<file path="src/rtl/fphub_special_pkg.sv">
// rtl/fphub_special_pkg.sv - shared class codes and bit patterns for the special-case resolver
package fphub_special_pkg;

    localparam int CODE_W = 3;

    // Widest magnitude field the pattern constants cover; operands slice from the LSB end.
    localparam int PAT_MAX_W = 64;

    localparam logic [PAT_MAX_W-1:0] PAT_INF  = {PAT_MAX_W{1'b1}};
    localparam logic [PAT_MAX_W-1:0] PAT_ZERO = {PAT_MAX_W{1'b0}};

    typedef enum logic [CODE_W-1:0] {
        CASE_NONE   = 3'd0,
        CASE_INF_P  = 3'd1,
        CASE_INF_N  = 3'd2,
        CASE_ZERO_P = 3'd3,
        CASE_ZERO_N = 3'd4,
        CASE_ONE_P  = 3'd5,
        CASE_ONE_N  = 3'd6
    } case_code_e;

    function automatic logic is_inf(input logic [CODE_W-1:0] c);
        return (c == CASE_INF_P) || (c == CASE_INF_N);
    endfunction

    function automatic logic is_zero(input logic [CODE_W-1:0] c);
        return (c == CASE_ZERO_P) || (c == CASE_ZERO_N);
    endfunction

    function automatic logic is_one(input logic [CODE_W-1:0] c);
        return (c == CASE_ONE_P) || (c == CASE_ONE_N);
    endfunction

endpackage

</file>
<file path="src/rtl/special_case_classify.sv">
// rtl/special_case_classify.sv - combinational class-code decode of one operand
module special_case_classify
    import fphub_special_pkg::*;
#(
    parameter int M = 23,
    parameter int E = 8
) (
    input  logic [E+M:0]        op,
    output logic [CODE_W-1:0]   code
);

    localparam int W = E + M + 1;

    // ONE means a biased exponent of exactly 2^(E-1) with an empty mantissa.
    localparam logic [W-2:0] ONE_PAT = {1'b1, PAT_ZERO[W-3:0]};

    logic         sign;
    logic [W-2:0] mag;

    assign sign = op[W-1];
    assign mag  = op[W-2:0];

    // Decode magnitude pattern first, then let the sign pick the negative code.
    always_comb begin
        code = CASE_NONE;
        if (mag == PAT_INF[W-2:0]) begin
            code = sign ? CASE_INF_N : CASE_INF_P;
        end else if (mag == PAT_ZERO[W-2:0]) begin
            code = sign ? CASE_ZERO_N : CASE_ZERO_P;
        end else if (mag == ONE_PAT) begin
            code = sign ? CASE_ONE_N : CASE_ONE_P;
        end
    end

endmodule

</file>
<file path="src/rtl/special_case_resolver.sv">
// rtl/special_case_resolver.sv - multi-lane divide special-case resolver with stallable pipeline
module special_case_resolver
    import fphub_special_pkg::*;
#(
    parameter int M     = 23,
    parameter int E     = 8,
    parameter int LANES = 1,
    parameter int DEPTH = 2,
    parameter int CNT_W = 16
) (
    input  logic                        clk,
    input  logic                        rst_l,
    input  logic                        in_valid,
    output logic                        in_ready,
    input  logic [LANES*(E+M+1)-1:0]    X,
    input  logic [LANES*(E+M+1)-1:0]    Y,
    output logic                        out_valid,
    input  logic                        out_ready,
    output logic [LANES*3-1:0]          X_case,
    output logic [LANES*3-1:0]          Y_case,
    output logic [LANES-1:0]            res_special,
    output logic [LANES*(E+M+1)-1:0]    res_value,
    input  logic                        clear_count,
    output logic [CNT_W-1:0]            special_count
);

    localparam int W     = E + M + 1;
    localparam int SUM_W = CNT_W + 4;

    logic [LANES*CODE_W-1:0] xc_comb;
    logic [LANES*CODE_W-1:0] yc_comb;
    logic [LANES-1:0]        sp_comb;
    logic [LANES*W-1:0]      val_comb;

    logic [DEPTH-1:0]        st_valid;
    logic [LANES*CODE_W-1:0] st_xc  [DEPTH];
    logic [LANES*CODE_W-1:0] st_yc  [DEPTH];
    logic [LANES-1:0]        st_sp  [DEPTH];
    logic [LANES*W-1:0]      st_val [DEPTH];

    logic [3:0]              pop;
    logic [SUM_W-1:0]        sum;
    logic [CNT_W-1:0]        cnt_next;

    genvar g;
    generate
        for (g = 0; g < LANES; g++) begin : g_lane
            special_case_classify #(.M(M), .E(E)) u_cls_x (
                .op   (X[g*W +: W]),
                .code (xc_comb[g*CODE_W +: CODE_W])
            );
            special_case_classify #(.M(M), .E(E)) u_cls_y (
                .op   (Y[g*W +: W]),
                .code (yc_comb[g*CODE_W +: CODE_W])
            );
        end
    endgenerate

    // Per-lane quotient resolution in priority order: NaN-ish/inf first, then zero, then divide-by-one.
    always_comb begin
        logic                s;
        logic [CODE_W-1:0]   xc;
        logic [CODE_W-1:0]   yc;
        sp_comb  = '0;
        val_comb = '0;
        s        = 1'b0;
        xc       = '0;
        yc       = '0;
        for (int l = 0; l < LANES; l++) begin
            s  = X[l*W + W - 1] ^ Y[l*W + W - 1];
            xc = xc_comb[l*CODE_W +: CODE_W];
            yc = yc_comb[l*CODE_W +: CODE_W];
            if (is_inf(xc) || is_zero(yc)) begin
                sp_comb[l]          = 1'b1;
                val_comb[l*W +: W]  = {s, PAT_INF[W-2:0]};
            end else if (is_zero(xc) || is_inf(yc)) begin
                sp_comb[l]          = 1'b1;
                val_comb[l*W +: W]  = {s, PAT_ZERO[W-2:0]};
            end else if (is_one(yc)) begin
                sp_comb[l]          = 1'b1;
                val_comb[l*W +: W]  = {s, X[l*W +: W-1]};
            end
        end
    end

    // The whole pipe moves as one; a stalled output freezes every stage, bubbles included.
    assign in_ready    = ~(out_valid & ~out_ready);

    assign out_valid   = st_valid[DEPTH-1];
    assign X_case      = st_xc[DEPTH-1];
    assign Y_case      = st_yc[DEPTH-1];
    assign res_special = st_sp[DEPTH-1];
    assign res_value   = st_val[DEPTH-1];

    // Pipeline stages: reset discards everything in flight, otherwise shift when not stalled.
    always_ff @(posedge clk or posedge rst_l) begin
        if (rst_l) begin
            st_valid <= '0;
            for (int s = 0; s < DEPTH; s++) begin
                st_xc[s]  <= '0;
                st_yc[s]  <= '0;
                st_sp[s]  <= '0;
                st_val[s] <= '0;
            end
        end else if (in_ready) begin
            st_valid[0] <= in_valid;
            st_xc[0]    <= xc_comb;
            st_yc[0]    <= yc_comb;
            st_sp[0]    <= sp_comb;
            st_val[0]   <= val_comb;
            for (int s = 1; s < DEPTH; s++) begin
                st_valid[s] <= st_valid[s-1];
                st_xc[s]    <= st_xc[s-1];
                st_yc[s]    <= st_yc[s-1];
                st_sp[s]    <= st_sp[s-1];
                st_val[s]   <= st_val[s-1];
            end
        end
    end

    // Number of special lanes in the bundle at the output, added with saturation.
    always_comb begin
        pop = '0;
        for (int l = 0; l < LANES; l++) begin
            pop = pop + {3'b000, res_special[l]};
        end
        sum      = {4'b0000, special_count} + {{CNT_W{1'b0}}, pop};
        cnt_next = (sum[SUM_W-1:CNT_W] != 4'b0000) ? {CNT_W{1'b1}} : sum[CNT_W-1:0];
    end

    // Special-lane event counter; a clear in the same cycle as a delivery wins.
    always_ff @(posedge clk or posedge rst_l) begin
        if (rst_l) begin
            special_count <= '0;
        end else if (clear_count) begin
            special_count <= '0;
        end else if (out_valid && out_ready) begin
            special_count <= cnt_next;
        end
    end

endmodule

</file>
<file path="config.mk">
export PLATFORM = sky130hd
export DESIGN_NAME = special_case_resolver
export DESIGN_NICKNAME = d
export VERILOG_FILES = /design/src/rtl/fphub_special_pkg.sv /design/src/rtl/special_case_classify.sv /design/src/rtl/special_case_resolver.sv
export SDC_FILE = /design/constraint.sdc
export NUM_CORES = 1
export LEC_CHECK = 0
export CORE_MARGIN = 3
export CORE_UTILIZATION = 38
export DETAILED_ROUTE_END_ITERATION = 10
export GPL_TIMING_DRIVEN = 0
export PLACE_DENSITY = 0.71
export SYNTH_ARGS = -nofsm -noshare
export SYNTH_HDL_FRONTEND = slang
export SYNTH_SLANG_ARGS = --single-unit
</file>
<file path="constraint.sdc">
create_clock -name clk -period 2.9 [get_ports clk]
set_input_delay 0.58 -clock clk [delete_from_list [all_inputs] [get_ports clk]]
set_output_delay 0.58 -clock clk [all_outputs]
set_load 0.01 [all_outputs]
</file>
# Yosys cells after proc, flatten, opt, wreduce, memory -nomap -nowiden
# Index checks and enable logic that the tools add are counted.
[word_totals] reg_bits=96 in_bits=69 out_inout_bits=57 word_cells=62
[classes] addsub=1 n_eq_ne=14 mux=21 bitwise=4 reduce_logical=12
[ops] op="$eq A31 B31 Y1 const B" count=4
[ops] op="$mux W32" count=3
[ops] op="$logic_not A31 Y1" count=2
[ops] op="$mux W16" count=3
[ops] op="$mux W3" count=8
[ops] op="$add A16 B1 Y17" count=1
[ops] op="$eq A3 B2 Y1 const B" count=4
[ops] op="$eq A3 B3 Y1 const B" count=4
[ops] op="$mux W2" count=4
[ops] op="$logic_or A1 B1 Y1" count=7
[ops] op="$eq A3 B1 Y1 const B" count=2
[ops] op="$reduce_bool A4 Y1" count=1
[ops] op="$mux W1" count=3
[ops] op="$not A1 Y1" count=2
[ops] op="$reduce_bool A2 Y1" count=1
[ops] op="$and A1 B1 Y1" count=1
[ops] op="$logic_and A1 B1 Y1" count=1
[ops] op="$xor A1 B1 Y1" count=1

# Depth between registers and ports, before layout
[depth] depth_word=9 depth_mapped=7 depth_no_buf=7

# Hierarchy
# From an unflattened synthesis, not the netlist that was laid out.
[hier_totals] cells_unflattened=554 hier_area_um2=4780.8
[modules_own_cells] mod="special_case_resolver" n_inst=1 cells_each=494 area_per_inst_um2=4430.5 seq_area_each_um2=2402.3
[modules_own_cells] mod="special_case_classify" n_inst=2 cells_each=30 area_per_inst_um2=175.2 seq_area_each_um2=0.0

# Least setup slack after synthesis
# OpenSTA, ideal clock, no wires.
[synth_path] kind="input to register" from="input Y[2]" to="register st_val[32] in the netlist's numbering" setup_ps=74 arrival_ps=1766 required_ps=2826 setup_slack_ps=1060 path_stages=6 path_buffers=1 cell_sequence="nor4_1 nand4_1 or2_4 o21a_4 buf_12 a21oi_4"
[synth_between] elab_chain_len=9 elab_cells_between_ends=20 cone_classes="eq/ne: 8; mux: 6; reduce/logical: 6"
[synth_rtl] element="start: declaration" line_no="special_case_resolver.sv:16" rtl="input logic [LANES*(E+M+1)-1:0] Y,"
[synth_rtl] element="$eq A31 B31 Y1" line_no="special_case_classify.sv:30" rtl="end else if (mag == ONE_PAT) begin"
[synth_rtl] element="$mux W3" line_no="special_case_classify.sv:30"
[synth_rtl] element="$mux W3" line_no="special_case_classify.sv:28" rtl="end else if (mag == PAT_ZERO[W-2:0]) begin"
[synth_rtl] element="$mux W3 (*)" line_no="special_case_classify.sv:26" rtl="if (mag == PAT_INF[W-2:0]) begin"
[synth_rtl] element="$eq A3 B3 Y1 (tied with other cells)" line_no="fphub_special_pkg.sv:31" rtl="return (c == CASE_ONE_P) || (c == CASE_ONE_N);"
[synth_rtl] element="$logic_or A1 B1 Y1, on equally long branches" line_no="fphub_special_pkg.sv:31, fphub_special_pkg.sv:23"
[synth_rtl] element="$mux W32 or $logic_or A1 B1 Y1 (tied branches)" line_no="special_case_resolver.sv:79, special_case_resolver.sv:76"
[synth_rtl] element="$mux W32" line_no="special_case_resolver.sv:76" rtl="end else if (is_zero(xc) || is_inf(yc)) begin"
[synth_rtl] element="$mux W32 (*)" line_no="special_case_resolver.sv:73" rtl="if (is_inf(xc) || is_zero(yc)) begin"
[synth_rtl] element="end signal: indexed assignment" line_no="special_case_resolver.sv:116" rtl="st_val[s] <= st_val[s-1];"
[synth_rtl] element="end: declaration" line_no="special_case_resolver.sv:39" rtl="logic [LANES*W-1:0] st_val [DEPTH];"
# Mark *: on every way between the ends. The rest lies on a longest branch, timed or not.
# A chain may end at the register's enable or synchronous reset.

# Worst setup path after layout
[layout_path] from="input out_ready" to="output in_ready"
[layout_between] elab_chain_len=3
[layout_rtl] element="start: declaration" line_no="special_case_resolver.sv:18" rtl="input logic out_ready,"
[layout_rtl] element="$not A1 Y1" line_no="special_case_resolver.sv:87" rtl="assign in_ready = ~(out_valid & ~out_ready);"
[layout_rtl] element="$and A1 B1 Y1" line_no="special_case_resolver.sv:87"
[layout_rtl] element="$not A1 Y1" line_no="special_case_resolver.sv:87"
[layout_rtl] element="end: declaration" line_no="special_case_resolver.sv:14" rtl="output logic in_ready,"
# Every way passes these cells.

==> results.sh <==
export IMPL_ff2ff_setup_slack_ns=0.77
export IMPL_antenna_found_initial=0
export IMPL_gp_congestion=0.828
export IMPL_drc=0
export IMPL_firstDrtPassIters=6
export IMPL_post_cts_buffers=0
export IMPL_fmax_ghz=0.355
export IMPL_wl_um=13100
export IMPL_ir_worst_vdd_v=0.000273
export IMPL_die_area_sq_um=14700
export IMPL_hold_ws_ns=0.471
export IMPL_post_place_ws_ns=-0.177
export IMPL_holdCritStartpoint="res_value[20]"
export IMPL_final_cell_mix="nand2_1 (162), clkdlybuf4s50_1 (125), dfrtp_1 (96)"
export IMPL_io_buffers=125
export IMPL_cts_buffers=9
export IMPL_clock_latency_ns=0.35
export IMPL_arrival_ns=2.24
export IMPL_grt_usage_pct=18.8
export IMPL_synth_edf_count=0
export IMPL_rows=41
export IMPL_placeableCoreArea_sq_um=12800
export IMPL_critPathKind="in2out"
export IMPL_async_flop_share_pct=100
export IMPL_clk_pin_slew_ns=0.07
export IMPL_htree_levels=3
export IMPL_setup_viol=0
export IMPL_boundaryPins=126
export IMPL_grt_met2_usage_pct=32.4
export IMPL_netlist_area_sq_um=5040
export IMPL_maxCapViolations=0
export IMPL_clkSinkCount=96
export IMPL_met3_usage_pct=5.17
export IMPL_grt_overflow=0
export IMPL_start_util_pct=39.4
export IMPL_busiest_layer="met2"
export IMPL_r2r_cells=7
export IMPL_cts_buffer_depth=2
export IMPL_fin_crit_ns=2.82
export IMPL_synthCells=526
export IMPL_synth_seq_cells=96
export IMPL_synth_nets=597
export IMPL_syn2layout_area_growth_pct=36.3
export IMPL_p_leak_nw=3.02
export IMPL_grt_first_pass_wirelength_um=21800
export IMPL_status="completed"
export IMPL_holdBufCountCts=0
export IMPL_slew_violations=0
export IMPL_r2r_end="res_value[8]"
export IMPL_cts_tree="done"
export IMPL_grt_start_max_net_pins=40
export IMPL_intPower_mw=2.69
export IMPL_finClkSkew_ns=0.00754
export IMPL_whs_endpoint="res_value[20]"
export IMPL_grt_use_met1_pct=23.3
export IMPL_p_seq_share_pct=42.2
export IMPL_end_kind="output port"
export IMPL_via_per_inst=4.98
export IMPL_yosysUniqueCellTypes=50
export IMPL_comb_power_share_pct=23.0
export IMPL_min_path_type="reg2reg"
export IMPL_drtIter0Drc=189
export IMPL_setup_slack_ns=0.0826
export IMPL_root_buffer="clkbuf_16"
export IMPL_cp_required_ns=2.32
export IMPL_grt_setup_unrepaired="no"
export IMPL_dp_hpwl_um=10200
export IMPL_die_w_um=121
export IMPL_drive_gt1_share_pct=16.3
export IMPL_relSlewSlack_pct=55.0
export IMPL_clkPwrFrac_pct=34.8
export IMPL_cts_resized=0
export IMPL_finalHoldViolCount=0
export IMPL_power_share_switching_pct=27.3
export IMPL_r2r_start="st_valid[1]"
export IMPL_finalNetCount=734
export IMPL_worst_pin_slew_ns=0.673
export IMPL_power_switching_mw=1.01
export IMPL_hold_depth=2
export IMPL_avgSynthCellArea_sq_um=9.58
export IMPL_period_share_pct=97.2
export IMPL_fillCellCount=1132
export IMPL_path_max_fanout=16
export IMPL_grt_pass1_vias=4415
export IMPL_yosysWarningCount=0
export IMPL_power_density_nw_per_um2=539
export IMPL_critPathLaunchType="input pin"
export IMPL_ant_nets=0
export IMPL_final_common_cell="nand2_1"
export IMPL_wl_per_cell_um=15.6
export IMPL_ys_seq_area_share_pct=47.7
export IMPL_vias=4191
export IMPL_die_h_um=121
export IMPL_synth_ff_type="dfrtp_1"
kinds of logic (layout without fill, tap and decap cells):
| kind of cell | Yosys count | after routing | synth area share [%] |
|---|---|---|---|
| simple gates | 280 | 280 | 25.5 |
| other cells | 0 | 1 | 0 |
| buf+inv | 68 | 210 | 9.16 |
| compound gates | 77 | 77 | 16.6 |
| fa+ha+maj | 2 | 2 | 0.497 |
| flops | 96 | 96 | 47.7 |
| mux | 1 | 1 | 0.199 |
| xor+xnor | 2 | 2 | 0.348 |
worst max path at each step:
stage / slack [ns] / end / startpoint / cells past startpoint
after CTS: 0.09 / in_ready / out_ready / 5
final: 0.08 / in_ready / out_ready / 5
after global placement: -0.18 / in_ready / out_ready / 6
after detailed placement: -0.18 / in_ready / out_ready / 6
after floorplan: 1.06 / st_val[32] / Y[2] / 6
after global routing: 0.002 / in_ready / out_ready / 5
worst max-delay path, stage by stage:
cell and delay, ns:
clkdlybuf4s50_1 0.54, nor2b_1 0.08, clkbuf_1 0.18, inv_2 0.25
clkdlybuf4s50_1 0.61
flip-flops by register name, summed over array words and instances, names as in the netlist, 2 cells and up:
| register | count |
|---|---|
| Y_case | 3 |
| special_count | 16 |
| res_value | 32 |
| st_yc | 3 |
| st_valid | 2 |
| st_xc | 3 |
| X_case | 3 |
| st_val | 32 |
synth_stat cells (all sizes together) (5+ instances only):
library cell	number	area, sq um
nor4	18	125
a31oi	6	37.5
nand3	10	55.1
o21a	6	52.6
nor2	42	158
dfrtp	96	2400
a211oi	5	37.5
nor3	11	70.1
nand4	19	125
a21oi	40	542
clkbuf	16	60.1
buf	47	383
nand2	162	608
inv	5	18.8
metal layers:
| metal | up-vias | wire length [um] |
|---|---|---|
| met5 | - | 0 |
| met4 | 0 | 132 |
| met3 | 11 | 877 |
| met2 | 145 | 6380 |
| met1 | 2001 | 5730 |
| li1 | 2034 | - |
power by group through the flow:
stage	sequential (mW)	combinational, mW	clock (mW)
floorplan	1.56	0.480	0
global placement	1.58	0.840	0
detailed placement	1.59	0.860	0
CTS	1.56	0.864	1.31
global route	1.58	0.929	1.37
finish	1.56	0.851	1.29
metrics by stage:
| stage | std cells | utilization (%) | power [mW] | TNS, ns | area (sq um) |
|---|---|---|---|---|---|
| 2_1_floorplan | 526 | - | 2.04 | 0 | 5040 |
| 3_3_place_gp | 823 | 51.0 | 2.42 | -0.179 | 6510 |
| 3_5_place_dp | 825 | 51.3 | 2.45 | -0.177 | 6550 |
| 4_1_cts | 840 | 53.7 | 3.74 | 0 | 6860 |
| 5_1_grt | 840 | 53.7 | 3.88 | 0 | 6860 |
| 6_report | 841 | 53.8 | 3.70 | 0 | 6870 |
cell type report:
type	instances	area, sq um	area share [%]
flip-flops and latches	96	2400	35.0
multi-input cells	362	2170	31.7
repair buffers	127	1290	18.8
plain buffers	62	439	6.40
clock buffers	10	229	3.33
well taps	172	215	3.13
clock inverters	6	90.1	1.31
inverters	5	22.5	0.328
diodes	1	2.50	0.0364
No activity file was read; power rests on OpenSTA's default activity.
